===== src/rtl/vx_tex_lsu_cache_arb_pkg.sv =====
// Shared types and tag helpers for the texture/LSU dcache arbiter.
package vx_tex_arb_pkg;

   typedef enum logic {
      SRC_LSU = 1'b0,
      SRC_TEX = 1'b1
   } src_e;

   localparam int NUM_SRC   = 2;
   localparam int TAG_MAX_W = 64;

   // Insert the source bit at position idx, shifting the upper tag bits up by one.
   function automatic logic [TAG_MAX_W-1:0] tag_insert(input logic [TAG_MAX_W-1:0] tag,
                                                       input logic                 sel,
                                                       input int                   idx);
      logic [TAG_MAX_W-1:0] low_mask;
      low_mask = (TAG_MAX_W'(1) << idx) - TAG_MAX_W'(1);
      return ((tag & ~low_mask) << 1) | (TAG_MAX_W'(sel) << idx) | (tag & low_mask);
   endfunction

   // Remove the bit at position idx, closing the gap.
   function automatic logic [TAG_MAX_W-1:0] tag_strip(input logic [TAG_MAX_W-1:0] tag,
                                                      input int                   idx);
      logic [TAG_MAX_W-1:0] low_mask;
      low_mask = (TAG_MAX_W'(1) << idx) - TAG_MAX_W'(1);
      return ((tag >> 1) & ~low_mask) | (tag & low_mask);
   endfunction

endpackage


===== src/rtl/vx_tex_lsu_cache_arb_if.sv =====
// Request/response bundle between the two requesters, the arbiter and the dcache port.
// Per-source vectors pack source i at slice [i*W +: W] (bit/slice 1 = tex, 0 = lsu).
interface vx_tex_lsu_cache_arb_if
   import vx_tex_arb_pkg::*;
#(
   parameter int NUM_LANES    = 4,
   parameter int WORD_SIZE    = 4,
   parameter int ADDR_WIDTH   = 30,
   parameter int TAG_IN_WIDTH = 8
);
   localparam int BEN_W  = NUM_LANES * WORD_SIZE;
   localparam int ADDR_W = NUM_LANES * ADDR_WIDTH;
   localparam int DATA_W = NUM_LANES * WORD_SIZE * 8;

   logic [NUM_SRC-1:0]              req_valid_in;
   logic [NUM_SRC-1:0]              req_rw_in;
   logic [NUM_SRC*NUM_LANES-1:0]    req_tmask_in;
   logic [NUM_SRC*BEN_W-1:0]        req_byteen_in;
   logic [NUM_SRC*ADDR_W-1:0]       req_addr_in;
   logic [NUM_SRC*DATA_W-1:0]       req_data_in;
   logic [NUM_SRC*TAG_IN_WIDTH-1:0] req_tag_in;
   logic [NUM_SRC-1:0]              req_ready_in;

   logic                            req_valid_out;
   logic                            req_rw_out;
   logic [NUM_LANES-1:0]            req_tmask_out;
   logic [BEN_W-1:0]                req_byteen_out;
   logic [ADDR_W-1:0]               req_addr_out;
   logic [DATA_W-1:0]               req_data_out;
   logic [TAG_IN_WIDTH:0]           req_tag_out;
   logic                            req_ready_out;

   logic                            rsp_valid_in;
   logic [NUM_LANES-1:0]            rsp_tmask_in;
   logic [DATA_W-1:0]               rsp_data_in;
   logic [TAG_IN_WIDTH:0]           rsp_tag_in;
   logic                            rsp_ready_in;

   logic [NUM_SRC-1:0]              rsp_valid_out;
   logic [NUM_SRC*NUM_LANES-1:0]    rsp_tmask_out;
   logic [NUM_SRC*DATA_W-1:0]       rsp_data_out;
   logic [NUM_SRC*TAG_IN_WIDTH-1:0] rsp_tag_out;
   logic [NUM_SRC-1:0]              rsp_ready_out;

   modport master (
      output req_valid_in, req_rw_in, req_tmask_in, req_byteen_in, req_addr_in, req_data_in,
             req_tag_in, req_ready_out, rsp_valid_in, rsp_tmask_in, rsp_data_in, rsp_tag_in,
             rsp_ready_out,
      input  req_ready_in, req_valid_out, req_rw_out, req_tmask_out, req_byteen_out,
             req_addr_out, req_data_out, req_tag_out, rsp_ready_in, rsp_valid_out,
             rsp_tmask_out, rsp_data_out, rsp_tag_out
   );

   modport slave (
      input  req_valid_in, req_rw_in, req_tmask_in, req_byteen_in, req_addr_in, req_data_in,
             req_tag_in, req_ready_out, rsp_valid_in, rsp_tmask_in, rsp_data_in, rsp_tag_in,
             rsp_ready_out,
      output req_ready_in, req_valid_out, req_rw_out, req_tmask_out, req_byteen_out,
             req_addr_out, req_data_out, req_tag_out, rsp_ready_in, rsp_valid_out,
             rsp_tmask_out, rsp_data_out, rsp_tag_out
   );

endinterface


===== src/rtl/vx_tex_lsu_cache_arb_skid_buf2.sv =====
// vx_skid_buf2: generic 2-entry elastic buffer. in_ready depends only on occupancy,
// so the upstream handshake never sees the downstream ready combinationally.
module vx_skid_buf2 #(
   parameter int WIDTH = 8
) (
   input  logic             clk,
   input  logic             reset,
   input  logic             in_valid,
   output logic             in_ready,
   input  logic [WIDTH-1:0] in_data,
   output logic             out_valid,
   input  logic             out_ready,
   output logic [WIDTH-1:0] out_data
);
   logic [1:0]       count_q, count_d;
   logic [WIDTH-1:0] head_q, head_d;
   logic [WIDTH-1:0] tail_q, tail_d;
   logic             push, pop;

   assign in_ready  = (count_q != 2'd2);
   assign out_valid = (count_q != 2'd0);
   assign out_data  = head_q;
   assign push      = in_valid & in_ready;
   assign pop       = out_valid & out_ready;

   // Next occupancy and slot contents; push+pop only happens at occupancy 1.
   always_comb begin
      count_d = count_q;
      head_d  = head_q;
      tail_d  = tail_q;
      case ({push, pop})
         2'b10: begin
            if (count_q == 2'd0) head_d = in_data;
            else                 tail_d = in_data;
            count_d = count_q + 2'd1;
         end
         2'b01: begin
            head_d  = tail_q;
            count_d = count_q - 2'd1;
         end
         2'b11: head_d = in_data;
         default: ;
      endcase
   end

   // Buffer state registers.
   always_ff @(posedge clk or negedge reset) begin
      if (!reset) begin
         count_q <= 2'd0;
         head_q  <= '0;
         tail_q  <= '0;
      end else begin
         count_q <= count_d;
         head_q  <= head_d;
         tail_q  <= tail_d;
      end
   end

endmodule


===== src/rtl/vx_tex_lsu_cache_arb.sv =====
// Texture/LSU request arbiter and response router onto one dcache port.
// Optional macro TEX_LSU_ARB_PERF_EN adds saturating per-source stall counters.
module vx_tex_lsu_cache_arb
   import vx_tex_arb_pkg::*;
#(
   parameter int NUM_LANES    = 4,
   parameter int WORD_SIZE    = 4,
   parameter int ADDR_WIDTH   = 30,
   parameter int TAG_IN_WIDTH = 8,
   parameter int TAG_SEL_IDX  = 0
) (
   input  logic                    clk,
   input  logic                    reset,
   vx_tex_lsu_cache_arb_if.slave   bus
`ifdef TEX_LSU_ARB_PERF_EN
   ,
   output logic [31:0]             perf_tex_stall_o,
   output logic [31:0]             perf_lsu_stall_o
`endif
);
   localparam int MASK_W    = NUM_LANES;
   localparam int BEN_W     = NUM_LANES * WORD_SIZE;
   localparam int ADDR_W    = NUM_LANES * ADDR_WIDTH;
   localparam int DATA_W    = NUM_LANES * WORD_SIZE * 8;
   localparam int TAG_OUT_W = TAG_IN_WIDTH + 1;
   localparam int PAY_W     = 1 + MASK_W + BEN_W + ADDR_W + DATA_W + TAG_OUT_W;

   src_e               rr_ptr_q, rr_ptr_d;
   src_e               win_sel;
   logic [NUM_SRC-1:0] grant;
   logic [NUM_SRC-1:0] req_ready;
   logic               buf_in_ready;
   logic               buf_push;
   logic [PAY_W-1:0]   src_payload [NUM_SRC];
   logic [PAY_W-1:0]   push_payload;
   logic [PAY_W-1:0]   buf_out_data;

   for (genvar g = 0; g < NUM_SRC; g++) begin : g_src
      assign src_payload[g] = {bus.req_rw_in[g],
                               bus.req_tmask_in[g*MASK_W +: MASK_W],
                               bus.req_byteen_in[g*BEN_W +: BEN_W],
                               bus.req_addr_in[g*ADDR_W +: ADDR_W],
                               bus.req_data_in[g*DATA_W +: DATA_W],
                               TAG_OUT_W'(tag_insert(
                                  TAG_MAX_W'(bus.req_tag_in[g*TAG_IN_WIDTH +: TAG_IN_WIDTH]),
                                  1'(g), TAG_SEL_IDX))};
   end

   // Round-robin pick: the pointer source wins when valid, otherwise the other one.
   always_comb begin
      win_sel        = bus.req_valid_in[rr_ptr_q] ? rr_ptr_q : src_e'(~rr_ptr_q);
      grant          = '0;
      grant[win_sel] = bus.req_valid_in[win_sel];
      req_ready      = grant & {NUM_SRC{buf_in_ready & reset}};
      buf_push       = |req_ready;
      push_payload   = src_payload[win_sel];
      rr_ptr_d       = buf_push ? src_e'(~win_sel) : rr_ptr_q;
   end

   assign bus.req_ready_in = req_ready;

   // Round-robin pointer register; LSU has priority out of reset.
   always_ff @(posedge clk or negedge reset) begin
      if (!reset) rr_ptr_q <= SRC_LSU;
      else        rr_ptr_q <= rr_ptr_d;
   end

   vx_skid_buf2 #(.WIDTH(PAY_W)) u_req_buf (
      .clk       (clk),
      .reset     (reset),
      .in_valid  (buf_push),
      .in_ready  (buf_in_ready),
      .in_data   (push_payload),
      .out_valid (bus.req_valid_out),
      .out_ready (bus.req_ready_out),
      .out_data  (buf_out_data)
   );

   assign {bus.req_rw_out, bus.req_tmask_out, bus.req_byteen_out,
           bus.req_addr_out, bus.req_data_out, bus.req_tag_out} = buf_out_data;

   logic                    rsp_valid_q, rsp_valid_d;
   src_e                    rsp_sel_q, rsp_sel_d;
   logic [MASK_W-1:0]       rsp_tmask_q, rsp_tmask_d;
   logic [DATA_W-1:0]       rsp_data_q, rsp_data_d;
   logic [TAG_IN_WIDTH-1:0] rsp_tag_q, rsp_tag_d;
   logic                    rsp_fire_out;
   logic                    rsp_ready;

   // Single response slot: refills in the same cycle its owner drains it, so
   // a blocked owner holds up everything behind it (strict arrival order).
   always_comb begin
      rsp_fire_out = rsp_valid_q & bus.rsp_ready_out[rsp_sel_q];
      rsp_ready    = ~rsp_valid_q | rsp_fire_out;
      rsp_valid_d  = rsp_valid_q;
      rsp_sel_d    = rsp_sel_q;
      rsp_tmask_d  = rsp_tmask_q;
      rsp_data_d   = rsp_data_q;
      rsp_tag_d    = rsp_tag_q;
      if (bus.rsp_valid_in && rsp_ready) begin
         rsp_valid_d = 1'b1;
         rsp_sel_d   = src_e'(bus.rsp_tag_in[TAG_SEL_IDX]);
         rsp_tmask_d = bus.rsp_tmask_in;
         rsp_data_d  = bus.rsp_data_in;
         rsp_tag_d   = TAG_IN_WIDTH'(tag_strip(TAG_MAX_W'(bus.rsp_tag_in), TAG_SEL_IDX));
      end else if (rsp_fire_out) begin
         rsp_valid_d = 1'b0;
      end
   end

   // Response register.
   always_ff @(posedge clk or negedge reset) begin
      if (!reset) begin
         rsp_valid_q <= 1'b0;
         rsp_sel_q   <= SRC_LSU;
         rsp_tmask_q <= '0;
         rsp_data_q  <= '0;
         rsp_tag_q   <= '0;
      end else begin
         rsp_valid_q <= rsp_valid_d;
         rsp_sel_q   <= rsp_sel_d;
         rsp_tmask_q <= rsp_tmask_d;
         rsp_data_q  <= rsp_data_d;
         rsp_tag_q   <= rsp_tag_d;
      end
   end

   assign bus.rsp_ready_in  = rsp_ready;
   assign bus.rsp_valid_out = {rsp_valid_q & (rsp_sel_q == SRC_TEX),
                               rsp_valid_q & (rsp_sel_q == SRC_LSU)};
   // Payload is broadcast; only the slot whose valid is set is meaningful.
   assign bus.rsp_tmask_out = {NUM_SRC{rsp_tmask_q}};
   assign bus.rsp_data_out  = {NUM_SRC{rsp_data_q}};
   assign bus.rsp_tag_out   = {NUM_SRC{rsp_tag_q}};

`ifdef TEX_LSU_ARB_PERF_EN
   logic [31:0]        perf_tex_q, perf_tex_d;
   logic [31:0]        perf_lsu_q, perf_lsu_d;
   logic [NUM_SRC-1:0] stall;

   // Saturating stall counters: valid but not granted.
   always_comb begin
      stall      = bus.req_valid_in & ~req_ready;
      perf_tex_d = perf_tex_q;
      perf_lsu_d = perf_lsu_q;
      if (stall[SRC_TEX] && (perf_tex_q != '1)) perf_tex_d = perf_tex_q + 32'd1;
      if (stall[SRC_LSU] && (perf_lsu_q != '1)) perf_lsu_d = perf_lsu_q + 32'd1;
   end

   // Stall counter registers.
   always_ff @(posedge clk or negedge reset) begin
      if (!reset) begin
         perf_tex_q <= '0;
         perf_lsu_q <= '0;
      end else begin
         perf_tex_q <= perf_tex_d;
         perf_lsu_q <= perf_lsu_d;
      end
   end

   assign perf_tex_stall_o = perf_tex_q;
   assign perf_lsu_stall_o = perf_lsu_q;
`endif

endmodule

===== src/flat_wrapper.sv =====
// flat-port wrapper written by rule: the top's interface ports become plain ports
module vx_tex_lsu_cache_arb_flat import vx_tex_arb_pkg::*;
#(
   parameter int NUM_LANES    = 4,
   parameter int WORD_SIZE    = 4,
   parameter int ADDR_WIDTH   = 30,
   parameter int TAG_IN_WIDTH = 8,
   parameter int TAG_SEL_IDX  = 0
)
  (clk, reset, bus_req_valid_in, bus_req_rw_in, bus_req_tmask_in, bus_req_byteen_in, bus_req_addr_in, bus_req_data_in, bus_req_tag_in, bus_req_ready_out, bus_rsp_valid_in, bus_rsp_tmask_in, bus_rsp_data_in, bus_rsp_tag_in, bus_rsp_ready_out, bus_req_ready_in, bus_req_valid_out, bus_req_rw_out, bus_req_tmask_out, bus_req_byteen_out, bus_req_addr_out, bus_req_data_out, bus_req_tag_out, bus_rsp_ready_in, bus_rsp_valid_out, bus_rsp_tmask_out, bus_rsp_data_out, bus_rsp_tag_out);
  vx_tex_lsu_cache_arb_if #(.NUM_LANES(NUM_LANES), .WORD_SIZE(WORD_SIZE), .ADDR_WIDTH(ADDR_WIDTH), .TAG_IN_WIDTH(TAG_IN_WIDTH)) bus_i ();
  input  logic clk;
  input  logic reset;
  input wire logic [$bits(bus_i.req_valid_in)-1:0] bus_req_valid_in;
  input wire logic [$bits(bus_i.req_rw_in)-1:0] bus_req_rw_in;
  input wire logic [$bits(bus_i.req_tmask_in)-1:0] bus_req_tmask_in;
  input wire logic [$bits(bus_i.req_byteen_in)-1:0] bus_req_byteen_in;
  input wire logic [$bits(bus_i.req_addr_in)-1:0] bus_req_addr_in;
  input wire logic [$bits(bus_i.req_data_in)-1:0] bus_req_data_in;
  input wire logic [$bits(bus_i.req_tag_in)-1:0] bus_req_tag_in;
  input wire logic [$bits(bus_i.req_ready_out)-1:0] bus_req_ready_out;
  input wire logic [$bits(bus_i.rsp_valid_in)-1:0] bus_rsp_valid_in;
  input wire logic [$bits(bus_i.rsp_tmask_in)-1:0] bus_rsp_tmask_in;
  input wire logic [$bits(bus_i.rsp_data_in)-1:0] bus_rsp_data_in;
  input wire logic [$bits(bus_i.rsp_tag_in)-1:0] bus_rsp_tag_in;
  input wire logic [$bits(bus_i.rsp_ready_out)-1:0] bus_rsp_ready_out;
  output wire logic [$bits(bus_i.req_ready_in)-1:0] bus_req_ready_in;
  output wire logic [$bits(bus_i.req_valid_out)-1:0] bus_req_valid_out;
  output wire logic [$bits(bus_i.req_rw_out)-1:0] bus_req_rw_out;
  output wire logic [$bits(bus_i.req_tmask_out)-1:0] bus_req_tmask_out;
  output wire logic [$bits(bus_i.req_byteen_out)-1:0] bus_req_byteen_out;
  output wire logic [$bits(bus_i.req_addr_out)-1:0] bus_req_addr_out;
  output wire logic [$bits(bus_i.req_data_out)-1:0] bus_req_data_out;
  output wire logic [$bits(bus_i.req_tag_out)-1:0] bus_req_tag_out;
  output wire logic [$bits(bus_i.rsp_ready_in)-1:0] bus_rsp_ready_in;
  output wire logic [$bits(bus_i.rsp_valid_out)-1:0] bus_rsp_valid_out;
  output wire logic [$bits(bus_i.rsp_tmask_out)-1:0] bus_rsp_tmask_out;
  output wire logic [$bits(bus_i.rsp_data_out)-1:0] bus_rsp_data_out;
  output wire logic [$bits(bus_i.rsp_tag_out)-1:0] bus_rsp_tag_out;
  assign bus_i.req_valid_in = bus_req_valid_in;
  assign bus_i.req_rw_in = bus_req_rw_in;
  assign bus_i.req_tmask_in = bus_req_tmask_in;
  assign bus_i.req_byteen_in = bus_req_byteen_in;
  assign bus_i.req_addr_in = bus_req_addr_in;
  assign bus_i.req_data_in = bus_req_data_in;
  assign bus_i.req_tag_in = bus_req_tag_in;
  assign bus_i.req_ready_out = bus_req_ready_out;
  assign bus_i.rsp_valid_in = bus_rsp_valid_in;
  assign bus_i.rsp_tmask_in = bus_rsp_tmask_in;
  assign bus_i.rsp_data_in = bus_rsp_data_in;
  assign bus_i.rsp_tag_in = bus_rsp_tag_in;
  assign bus_i.rsp_ready_out = bus_rsp_ready_out;
  assign bus_req_ready_in = bus_i.req_ready_in;
  assign bus_req_valid_out = bus_i.req_valid_out;
  assign bus_req_rw_out = bus_i.req_rw_out;
  assign bus_req_tmask_out = bus_i.req_tmask_out;
  assign bus_req_byteen_out = bus_i.req_byteen_out;
  assign bus_req_addr_out = bus_i.req_addr_out;
  assign bus_req_data_out = bus_i.req_data_out;
  assign bus_req_tag_out = bus_i.req_tag_out;
  assign bus_rsp_ready_in = bus_i.rsp_ready_in;
  assign bus_rsp_valid_out = bus_i.rsp_valid_out;
  assign bus_rsp_tmask_out = bus_i.rsp_tmask_out;
  assign bus_rsp_data_out = bus_i.rsp_data_out;
  assign bus_rsp_tag_out = bus_i.rsp_tag_out;
  vx_tex_lsu_cache_arb #(.NUM_LANES(NUM_LANES), .WORD_SIZE(WORD_SIZE), .ADDR_WIDTH(ADDR_WIDTH), .TAG_IN_WIDTH(TAG_IN_WIDTH), .TAG_SEL_IDX(TAG_SEL_IDX)) u_core (.clk(clk), .reset(reset), .bus(bus_i));
endmodule

===== config.mk =====
export PLATFORM = sky130hd
export DESIGN_NAME = vx_tex_lsu_cache_arb_flat
export DESIGN_NICKNAME = d
export VERILOG_FILES = /design/src/rtl/vx_tex_lsu_cache_arb_pkg.sv /design/src/rtl/vx_tex_lsu_cache_arb_if.sv /design/src/rtl/vx_tex_lsu_cache_arb_skid_buf2.sv /design/src/rtl/vx_tex_lsu_cache_arb.sv /design/src/flat_wrapper.sv
export SDC_FILE = /design/constraint.sdc
export NUM_CORES = 2
export LEC_CHECK = 0
export CORE_AREA = 2 2 499 501
export CTS_CLUSTER_DIAMETER = 100
export DETAILED_ROUTE_END_ITERATION = 10
export DIE_AREA = 0 0 501 503
export SYNTH_ARGS = -nofsm -noshare
export SYNTH_HDL_FRONTEND = slang
export SYNTH_SLANG_ARGS = --single-unit

===== constraint.sdc =====
create_clock -name clk -period 5.56 [get_ports clk]
set_input_delay 1.39 -clock clk [delete_from_list [all_inputs] [get_ports clk]]
set_output_delay 1.39 -clock clk [all_outputs]
set_load 0.01 [all_outputs]

# Yosys cells after proc, flatten, opt, wreduce, memory -nomap -nowiden
# Index checks and enable logic that the tools add are counted.
# word_totals
ff_bits,701
input_bits,703
output_inout_bits,564
word_cells,63
# classes
add_sub_neg,2
order_cmp,5
n_eq_ne,5
mux,17
bitwise_logic,15
n_reduce_logical,10
# ops
cell,n
$mux W278,4
$pmux W278 S3,1
$mux W1,10
$and A1 B1 Y1,6
$lt A1 B2 Y1 const B,3
$reduce_bool A2 Y1,3
$not A1 Y1,5
$and A2 B2 Y2,2
$eq A2 B2 Y1 const B,2
$ne A2 B2 Y1 const B,2
$pmux W2 S2,1
$reduce_and A2 Y1,2
$reduce_bool A3 Y1,1
$add A2 B1 Y2 const B,1
$eq A2 B1 Y1 const B,1
$ge A2 B2 Y1 const B,1
$logic_and A1 B1 Y1,2
$logic_not A2 Y1,1
$not A1 Y2,1
$reduce_or A2 Y1,1
$sub A2 B1 Y2 const B,1
$demux W1 S1,1
$ge A1 B1 Y1 const B,1
$or A1 B1 Y1,1

# Logic depth before layout (Yosys ltp)
# logic_depth
depth_word,14
ltp_mapped,11
ltp_nobuf,8

# Hierarchy
# From an unflattened synthesis, not the netlist that was laid out.
# unflattened
cells_unflattened,2266
hier_area_um2,33779.9
# by_module_without_submodules
module,instances,cells_per_inst,area_each_um2
vx_skid_buf2,1,1498,24029.3
vx_tex_lsu_cache_arb,1,768,9750.6

# Worst setup path after synthesis
# OpenSTA, ideal clock, no wires.
# synth_timing
path_type,input to output
start,input port bus_req_valid_in[1]
end,output port bus_req_ready_in[1]
arrival_ps,2320
required_ps,4170
path_slack_ps,1850
path_stages,6
path_buffers,3
cell_sequence,nand2b_1 buf_2 nand2_2 buf_2 buf_1 nor2_1
# synth_between
elab_chain_cells,9
# synth_rtl
item,line,source
"start, declared",flat_wrapper.sv:14,input wire logic [$bits(bus_i.req_valid_in)-1:0] bus_req_valid_in;
$mux W1 (not written as such) (2 in series),vx_tex_lsu_cache_arb.sv:51,win_sel = bus.req_valid_in[rr_ptr_q] ? rr_ptr_q : src_e'(~rr_ptr_q);
$mux W1,vx_tex_lsu_cache_arb.sv:51,
$lt A1 B2 Y1 (not written as such) or $ge A1 B1 Y1 (tied branches),vx_tex_lsu_cache_arb.sv:53,grant[win_sel] = bus.req_valid_in[win_sel];
$logic_and A1 B1 Y1 (not written as such),vx_tex_lsu_cache_arb.sv:53,
$mux W1 (not written as such),vx_tex_lsu_cache_arb.sv:53,
$demux W1 S1,n/a,
$and A2 B2 Y2 (no source line) *,n/a,
$and A2 B2 Y2 *,vx_tex_lsu_cache_arb.sv:54,req_ready = grant & {NUM_SRC{buf_in_ready & reset}};
"end, declared",flat_wrapper.sv:27,output wire logic [$bits(bus_i.req_ready_in)-1:0] bus_req_ready_in;
# Mark *: on every way between the ends. The rest lies on a longest branch, timed or not. The select of a mux whose other input is x is not followed.

# Final worst setup path
# layout_timing
start,input port reset
end,output port bus_req_ready_in[0]
# layout_between
elab_chain_cells,2
# layout_rtl
item,line,source
"start, declared",flat_wrapper.sv:13,input logic reset;
$and A1 B1 Y1,vx_tex_lsu_cache_arb.sv:54,
$and A2 B2 Y2,vx_tex_lsu_cache_arb.sv:54,
# Every way passes these cells.

==> flow_summary.ini <==
[status]
status = complete, no violations

[grt]
grt_max_degree = 210
antenna_found_initial = 32
gr-total-overflow = 0
grt_pass1_vias = 31509
grt_pass1_wl_um = 244000
track_usage_pct = 13.5

[final_layout]
drive_gt1_share_pct = 12.0
fin_nets = 5232
area_growth_pct = 50.4
nFillCells = 26670
final_util_pct = 21.8
design_area_mm2 = 0.0539
multi_input_area_mm2 = 0.0157
regArea_mm2 = 0.0175

[die]
die_y_um = 503
pin_count = 1267
start_util_pct = 14.5
core_area_mm2 = 0.247
chipWidth_um = 501
die_area_mm2 = 0.252
rows = 183

[setup_path]
rrSetupSlack_ns = 2.62
startpoint_type = input port
crit_path_end = bus_req_ready_in[0]
startpoint = reset
r2r-end = u_core.u_req_buf.out_data[147]$_DFFE_PN0P_
critPathKind = input port to output pin
critPathArrivalTime_ns = 3.36
ff2ff_path_depth = 6
cp.required_ns = 4.17
r2r_start = u_core.rr_ptr_q$_DFFE_PN0P_
crit_path_max_fanout = 25
endpoint_kind = output pin

[logic_synthesis]
muxShareOfSynthArea_pct = 4.49
synthesis.nets = 4262
synth-xor-area-share_pct = 0.0733
synth-edff-count = 0
yosysMostFrequentCell = dfrtp_1
postSynthCellCount = 3557
synth_compound_area_share_pct = 23.3
synth_area_mm2 = 0.0359
synth_top_family_by_area = compound AO/OA/AOI/OAI gates
yosysSeqAreaShare_pct = 48.9
synthSimpleGateAreaFrac_pct = 15.7
synthTopCellsByCount = dfrtp_1 (701), nand2_1 (558), a21oi_1 (280), o21ai_0 (280), nor2b_1 (278)
synth_top_area_share_pct = 48.9
ys_async_sr_fraction_pct = 100
synth.area.top_cells = dfrtp_1 (49%), o31ai_2 (9.5%), nand2_1 (5.8%)
ys_types = 29
yosysWarnings = 0
yosysTopAreaCell = dfrtp_1
synth_ff_type = dfrtp_1
avgSynthCellArea_um2 = 10.1
synthAdderAreaFrac_pct = 0.0698
synth-seq-cells = 701

[routing]
wl_per_cell_um = 22.7
drtPass1Iterations = 5
dr_total_vias = 31469
drc = 0
drtIter0Drc = 2031
ant_nets = 0
routed_via_density = 4.00
routed_wl_um = 178000

[placed_design]
dpl-instance-area_mm2 = 0.0508
hpwlAfterDp_um = 138000
port_buffers = 1266
place.gp.congestion = 0.855

[clock_tree]
clkLatencyLatePin_ns = 0.72
cts_buffer_depth = 3
h-tree-depth = 3
cts-hold-fix-buffers = 0
cts_resized = 0
root_buffer = clkbuf_16
numCtsBuffers = 87
cts_tree = yes
cts_setup_buffers = 0
clk_pin_slew_ns = 0.06
cts.sinks = 701

[sta]
timing.fmax_mhz = 211
hold_viol = 0
finalSetupTns_ns = 0
slew_violations = 0
fin_crit_ns = 4.75
finClkSkew_ns = 0.0263
tightestPinTransition_ns = 1.34
min_period_over_period_pct = 85.4
setup_viol = 0
relSlewSlack_pct = 10.7
rsz0062_at_grt = false

[job]
maxCapViolCount = 0

[pwr]
p_per_area_mw_per_mm2 = 519
vdd_drop_max_mv = 0.280
p_leak_nw = 21.6

[hold_path]
hold_path_class = register to register
metrics by stage:
step	cells	setup slack (ns)	total power [mW]	hold slack, ns
2_1_floorplan	3557	1.85	15.7	0.450
3_3_place_gp	7675	0.461	21.9	0.461
4_1_cts	7834	0.544	28.5	0.429
6_report	7861	0.811	28.0	0.476
3_5_place_dp	7675	0.551	22.1	0.470
5_1_grt	7849	0.546	29.8	0.475
logic make-up after synthesis:
logic type      Yosys count
simple gates           1123
mux                     143
flops                   701
compound gates         1117
xor+xnor                  3
fa+ha+maj                 2
buf+inv                 468
report_power, final:
group	switching (mW)	internal (mW)	total (mW)
Sequential	1.46	7.24	8.71
Combinational	7.37	5.79	13.2
Clock	2.49	3.64	6.13
Total	11.3	16.7	28.0
sequential cells by signal, summed over array words and instances (netlist names):
signal and cells:
u_core.rsp_valid_q 1, u_core.rsp_tag_q 8, u_core.rsp_tmask_q 4, u_core.rsp_sel_q 1
u_core.u_req_buf.out_data 278, u_core.u_req_buf.count_q 2, u_core.rsp_data_q 128, u_core.rr_ptr_q 1
u_core.u_req_buf.tail_q 278
critical path, stage by stage:
cell,delay [ns]
buf_8,0.21
inv_1,0.10
a21oi_1,0.24
o21ai_0,0.16
buf_4,0.19
a21oi_1,0.60
buf_4,0.25
buf_12,0.14
cell usage in the layout (no fill, tap or decap), drive strengths merged:
cell type	instances
clkdlybuf4s50	1264
dfrtp	701
nand2	559
o21ai	281
a21oi	280
nor2b	278
and3	277
a211oi	277
o31ai	277
mux2	142
clkbuf	128
buf	81
diode	27
clkinv	14
bufinv	9
inv	9
nor2	3
clkinvlp	3
nand2b	3
xnor2	2
and2	2
ha	2
a31oi	1
xor2	1
or2	1
mux2i	1
o31a	1
worst min path at each step:
stage / from / end / slack (ns) / depth (start not counted)
detailed placement: u_core.u_req_buf.out_data[162]$_DFFE_PN0P_ / u_core.u_req_buf.out_data[162]$_DFFE_PN0P_ / 0.47 / 2
global placement: u_core.u_req_buf.tail_q[5]$_DFFE_PN0P_ / u_core.u_req_buf.tail_q[5]$_DFFE_PN0P_ / 0.46 / 2
floorplan: u_core.u_req_buf.tail_q[0]$_DFFE_PN0P_ / u_core.u_req_buf.tail_q[0]$_DFFE_PN0P_ / 0.45 / 2
finish: u_core.u_req_buf.tail_q[229]$_DFFE_PN0P_ / u_core.u_req_buf.tail_q[229]$_DFFE_PN0P_ / 0.48 / 2
global route: reset / u_core.u_req_buf.tail_q[79]$_DFFE_PN0P_ / 0.48 / 1
CTS: reset / u_core.u_req_buf.tail_q[79]$_DFFE_PN0P_ / 0.43 / 1
routing by layer:
layer | vias to the layer above | routed length, um | global-route usage [%]
li1 | 14464 | - | -
met1 | 15507 | 70200 | 15.8
met2 | 1267 | 84800 | 22.3
met3 | 227 | 15800 | 4.48
met4 | 4 | 7220 | 6.03
met5 | - | 24 | 0
area by class of cell:
type / instances / share of cell area (%)
tap: 3237 / 7.51
sequential: 701 / 32.5
antenna: 27 / 0.125
multi-input combinational: 2388 / 29.1
timing repair buffer: 1345 / 25.1
clock inverter: 31 / 0.838
clock buffer: 128 / 4.78
inverter: 4 / 0.0278
No activity file was read; power rests on OpenSTA's default activity.
